**src/rtl/ber_align_counter.sv**
```systemverilog
// Multi-channel BER counter: per channel, searches the reference-to-slicer delay, locks on the first clean window, then counts bits/errors.
// Optional loss-of-lock recovery is compiled in when BER_LOL_EN is defined.
//
// state     | meaning
// ST_SEARCH | trying one delay candidate per window of SEARCH_LEN steps
// ST_LOCKED | delay fixed, bit/error counters accumulating
module ber_align_counter #(
    parameter int NCH        = 2,
    parameter int CNT_W      = 64,
    parameter int DLY_W      = 4,
    parameter int SEARCH_LEN = 511,
    parameter int LOL_THRESH = 8
) (
    input  logic                 clock,
    input  logic                 i_reset,
    input  logic                 i_enable,
    input  logic                 i_valid,
    input  logic                 i_clear,
    input  logic [NCH-1:0]       i_rx_bits,
    input  logic [NCH-1:0]       i_ref_bits,
    output logic [NCH-1:0]       o_err_pulse,
    output logic [NCH-1:0]       o_locked,
    output logic [NCH*DLY_W-1:0] o_delay,
    output logic [NCH*CNT_W-1:0] o_bit_count,
    output logic [NCH*CNT_W-1:0] o_err_count
);
    localparam int NTAP    = 2 ** DLY_W;
    localparam int WIN_MAX = (SEARCH_LEN > LOL_THRESH) ? SEARCH_LEN : LOL_THRESH;
    localparam int WIN_W   = $clog2(WIN_MAX + 1);
`ifdef BER_LOL_EN
    localparam bit LOL_RUN = 1'b1;
`else
    localparam bit LOL_RUN = 1'b0;
`endif

    typedef enum logic {ST_SEARCH = 1'b0, ST_LOCKED = 1'b1} state_t;

    state_t                    r_state     [NCH];
    state_t                    w_state_nxt [NCH];
    logic [NCH-1:0][NTAP-2:0]  r_hist;
    logic [NCH-1:0][DLY_W-1:0] r_delay;
    logic [NCH-1:0][WIN_W-1:0] r_win_cnt;
    logic [NCH-1:0][WIN_W-1:0] r_win_err;
    logic [NCH-1:0][CNT_W-1:0] r_bit_cnt;
    logic [NCH-1:0][CNT_W-1:0] r_err_cnt;
    logic [NCH-1:0]            r_err_pulse;

    logic                      w_step;
    logic [NCH-1:0][NTAP-1:0]  w_taps;
    logic [NCH-1:0]            w_cmp;
    logic [NCH-1:0][WIN_W-1:0] w_err_sum;
    logic [NCH-1:0]            w_win_end;
    logic [NCH-1:0]            w_lock_evt;
    logic [NCH-1:0]            w_lol_evt;

    assign w_step = i_enable & i_valid;

    always_ff @(posedge clock) begin
        for (int c = 0; c < NCH; c++) begin
            if (i_reset) r_state[c] <= ST_SEARCH;
            else         r_state[c] <= w_state_nxt[c];
        end
    end

    // tap[0] is the live reference bit, tap[d] the reference d steps back
    always_comb begin
        for (int c = 0; c < NCH; c++) begin
            w_taps[c]      = {r_hist[c], i_ref_bits[c]};
            w_cmp[c]       = i_rx_bits[c] ^ w_taps[c][r_delay[c]];
            w_err_sum[c]   = r_win_err[c] + WIN_W'(w_cmp[c]);
            w_win_end[c]   = w_step && (32'(r_win_cnt[c]) == SEARCH_LEN - 1);
            w_lock_evt[c]  = 1'b0;
            w_lol_evt[c]   = 1'b0;
            w_state_nxt[c] = r_state[c];
            case (r_state[c])
                ST_SEARCH: begin
                    if (w_win_end[c] && (w_err_sum[c] == '0)) begin
                        w_lock_evt[c]  = 1'b1;
                        w_state_nxt[c] = ST_LOCKED;
                    end
                end
                ST_LOCKED: begin
`ifdef BER_LOL_EN
                    if (w_step && (32'(w_err_sum[c]) == LOL_THRESH)) begin
                        w_lol_evt[c]   = 1'b1;
                        w_state_nxt[c] = ST_SEARCH;
                    end
`endif
                end
                default: w_state_nxt[c] = ST_SEARCH;
            endcase
        end
    end

    always_ff @(posedge clock) begin
        if (i_reset) begin
            r_hist      <= '0;
            r_delay     <= '0;
            r_win_cnt   <= '0;
            r_win_err   <= '0;
            r_bit_cnt   <= '0;
            r_err_cnt   <= '0;
            r_err_pulse <= '0;
        end else begin
            r_err_pulse <= w_step ? w_cmp : '0;
            for (int c = 0; c < NCH; c++) begin
                if (w_step) begin
                    r_hist[c] <= w_taps[c][NTAP-2:0];
                    if (w_win_end[c] || w_lol_evt[c]) begin
                        r_win_cnt[c] <= '0;
                        r_win_err[c] <= '0;
                    end else if ((r_state[c] == ST_SEARCH) || LOL_RUN) begin
                        r_win_cnt[c] <= r_win_cnt[c] + WIN_W'(1);
                        r_win_err[c] <= w_err_sum[c];
                    end
                    if (w_lol_evt[c] || ((r_state[c] == ST_SEARCH) && w_win_end[c] && !w_lock_evt[c]))
                        r_delay[c] <= r_delay[c] + DLY_W'(1);
                end
                // a clear coinciding with a step drops that sample
                if (i_enable && i_clear) begin
                    r_bit_cnt[c] <= '0;
                    r_err_cnt[c] <= '0;
                end else if (w_step && (r_state[c] == ST_LOCKED)) begin
                    if (r_bit_cnt[c] != '1)
                        r_bit_cnt[c] <= r_bit_cnt[c] + CNT_W'(1);
                    if (w_cmp[c] && (r_err_cnt[c] != '1))
                        r_err_cnt[c] <= r_err_cnt[c] + CNT_W'(1);
                end
            end
        end
    end

    always_comb begin
        for (int c = 0; c < NCH; c++)
            o_locked[c] = (r_state[c] == ST_LOCKED);
        o_delay     = r_delay;
        o_bit_count = r_bit_cnt;
        o_err_count = r_err_cnt;
        o_err_pulse = r_err_pulse;
    end

endmodule

```
**config.mk**
```make
export PLATFORM = sky130hd
export DESIGN_NAME = ber_align_counter
export DESIGN_NICKNAME = d
export VERILOG_FILES = /design/src/rtl/ber_align_counter.sv
export SDC_FILE = /design/constraint.sdc
export NUM_CORES = 1
export LEC_CHECK = 0
export BUFFER_PORTS_ARGS = -buffer_cell sky130_fd_sc_hd__buf_2
export CAP_MARGIN = 10
export CORE_ASPECT_RATIO = 1.2
export CORE_MARGIN = 2
export CORE_UTILIZATION = 60
export CTS_BUF_LIST = sky130_fd_sc_hd__clkbuf_4
export DETAILED_ROUTE_END_ITERATION = 16
export PLACE_DENSITY_LB_ADDON = 0.12
export SLEW_MARGIN = 20
export SYNTH_ARGS = -nofsm -noshare
export SYNTH_HDL_FRONTEND = slang
export SYNTH_SLANG_ARGS = --single-unit
```
**constraint.sdc**
```tcl
create_clock -name clock -period 8.5 [get_ports clock]
set_clock_uncertainty 0.1 [all_clocks]
set_input_delay 0.85 -clock clock [delete_from_list [all_inputs] [get_ports clock]]
set_output_delay 0.85 -clock clock [all_outputs]
set_load 0.02 [all_outputs]
```
==> metrics.yaml <==
cells_and_area:
  final_common_cell: "dfxtp_1"
  multi_input_area_um2: 10020
  post-route-util_pct: 69.63
  final_area_um2: 19970
  area_delta_synth_final_pct: 14.83
  fillers: 2492
  fin_nets: 2394
  drive_gt1_share_pct: 19.21
  layout_common_cells: "dfxtp_1 (334), buf_2 (276), nand2_1 (237)"
  stdcell_count: 2812
  seq_area_um2: 6686
placed_design:
  gp_congestion: 0.8847
  placed_area_um2: 18830
  place_inst: 2666
  place_ws_ps: 3104
  dp_hpwl_mm: 32.48
  port_buffers: 276
clock_tree:
  cts_resized: 0
  ctsRootBufferMaster: "clkbuf_4"
  cts.sinks: 334
  h-tree-depth: 3
  clk_pin_slew_ps: 60
  cts_max_path_buffers: 3
  clk_latency_ps: 720
  cts_tree: "built"
  cts_buffers: 86
  hold_buffers: 0
  cts_setup_buffers: 0
global_route:
  grt_pass1_vias: 16190
  antenna_found_initial: 1
  grt_max_degree: 101
  grt_pass1_wl_mm: 78.47
  grt_overflow: 0
  grt_usage_pct: 30.52
sta:
  fin_hold_ws_ps: 294.2
  hold_viol: 0
  fin_crit_ps: 5105
  fmax_ghz: 0.1959
  setup_ws_ps: 3395
  grt_setup_unrepaired: "no"
  slew_headroom_pct: 28.16
  finalMaxSlewViolations: 0
  final.setup.tns_ps: 0
  finalCritPeriodShare_pct: 60.06
  worst_pin_slew_ps: 1064
  setup_viol: 0
synth:
  synth_ff_type: "dfxtp_1"
  synth_nets: 2152
  synthesis.area_um2: 17390
  synth_area_per_cell_um2: 8.174
  yosys_warnings: 0
  seq_area_frac_synth_pct: 38.46
  async_flop_share_pct: 0
  synth.distinct_cells: 72
  syn_inst: 2127
  synth_seq_cells: 334
  synth_edf_count: 0
floorplan:
  dieArea_um2: 30360
  core_um2: 28670
  die_y_um: 190.5
  start_util_pct: 60.64
  num_rows: 68
  io_pins: 277
  die_width_um: 159.4
detailed_routing:
  drc: 0
  antenna_left: 0
  wire_per_inst_um: 17.01
  wl_mm: 47.83
  drt_first_pass_iters: 6
  vias: 17580
  via_per_inst: 6.252
  drt-initial-drc-count: 1426
worst_setup_path:
  endpoint: "o_delay[1]"
  reg2reg_to: "o_delay[1]"
  critPathCaptureType: "flop"
  cp-start-kind: "flop"
  crit_start: "o_delay[2]"
  critical_path_arrival_ps: 5570
  rrSetupSlack_ps: 3400
  slowest_stage: "o311ai_1"
  critPathKind: "flop to flop"
  cp_slowest_stage_delay_ps: 740
  cp.required_ps: 8970
  rr_worst_depth: 13
  crit_fanout: 100
  rr_startpoint: "o_delay[2]"
  cp_cell_sequence: "mux4_2 -> mux4_2 -> xnor2_4 -> buf_4 -> inv_1 -> ha_1 -> ha_1 -> and2_0 -> nor4_1 -> nor3_1 -> o311ai_1 -> mux2i_1 -> nor2_1"
flow_run:
  cap_viol_max_count: 0
min_path:
  hp-class: "primary input to flop"
  holdPathStages: 3
power:
  power_density_nw_per_um2: 156.6
  p_total_mw: 3.126
  peakVddDrop_v: 0.0001373
  leakagePower_nw: 7.056
outcome:
  run_status: "finished clean"
==> registers in the layout (all words and copies together) (netlist names) <==
name / flops
o_err_count: 128
r_state: 2
r_win_err: 18
r_hist: 30
o_delay: 8
o_bit_count: 128
o_err_pulse: 2
r_win_cnt: 18
==> worst min-delay path by stage <==
stage	start	to	slack, ps
after floorplan	r_hist[14]	r_hist[14]	330
after global placement	r_hist[14]	r_hist[14]	340
after detailed placement	r_hist[29]	r_hist[29]	350
after global routing	i_ref_bits[0]	r_hist[0]	240
after CTS	i_ref_bits[0]	r_hist[0]	220
final	i_ref_bits[0]	r_hist[0]	290
==> area by class of cell <==
| type | instances | area share [%] |
|---|---|---|
| multi-input combinational | 1621 | 50.20 |
| sequential | 334 | 33.49 |
| timing repair buffer | 294 | 7.595 |
| clock buffer | 122 | 4.587 |
| tap | 385 | 2.413 |
| clock inverter | 23 | 1.097 |
| inverter | 32 | 0.6016 |
| antenna | 1 | 0.01253 |
==> logic make-up after synthesis <==
family,after synthesis,synth area share [%]
AND/OR/NAND/NOR,1031,32.66
flip-flops,334,38.46
adder cells (fa/ha/maj),16,1.151
buffers and inverters,172,4.160
XOR/XNOR,77,3.965
AO/OA/AOI/OAI,429,14.97
multiplexers,68,4.634
==> where the power goes <==
group | switching [mW] | total [mW] | internal (mW)
Sequential | 0.00267 | 1.57 | 1.57
Clock | 0.653 | 1.46 | 0.807
Combinational | 0.0761 | 0.0962 | 0.0201
==> layer usage <==
metal | GRT usage [%] | wire length [µm] | part of all wire [%] | up-vias
met4 | 13.53 | 1735 | 3.6 | 0
met1 | 38.64 | 20030 | 42 | 8377
met2 | 49.21 | 22160 | 46 | 611
met5 | 0 | 0 | 0 | -
li1 | - | - | - | 8479
met3 | 8.047 | 3900 | 8.2 | 115
==> worst max-delay path, delay by kind of cell (launching register included) <==
family	cells	cell delay (ps)
XOR/XNOR	1	140
adder cells (fa/ha/maj)	2	530
multiplexers	3	1370
buffers and inverters	2	860
AND/OR/NAND/NOR	4	680
AO/OA/AOI/OAI	1	740
flip-flops	1	520
==> synth_stat cells (58+ instances only) <==
| cell | count | area share (%) |
|---|---|---|
| dfxtp_1 | 334 | 38 |
| nand2_1 | 237 | 5.1 |
| a21oi_1 | 195 | 5.6 |
| nor2_1 | 120 | 2.6 |
| nand3_1 | 113 | 3.3 |
| clkbuf_1 | 105 | 2.3 |
| nand4_1 | 102 | 3.7 |
| o21ai_0 | 86 | 2.5 |
| or3_1 | 86 | 3.1 |
| or4_1 | 73 | 3.2 |
| nor4_1 | 67 | 2.4 |
| o31ai_1 | 62 | 2.7 |
| mux2i_1 | 58 | 3.3 |
Note: power is estimated with default switching activity, not from simulation.
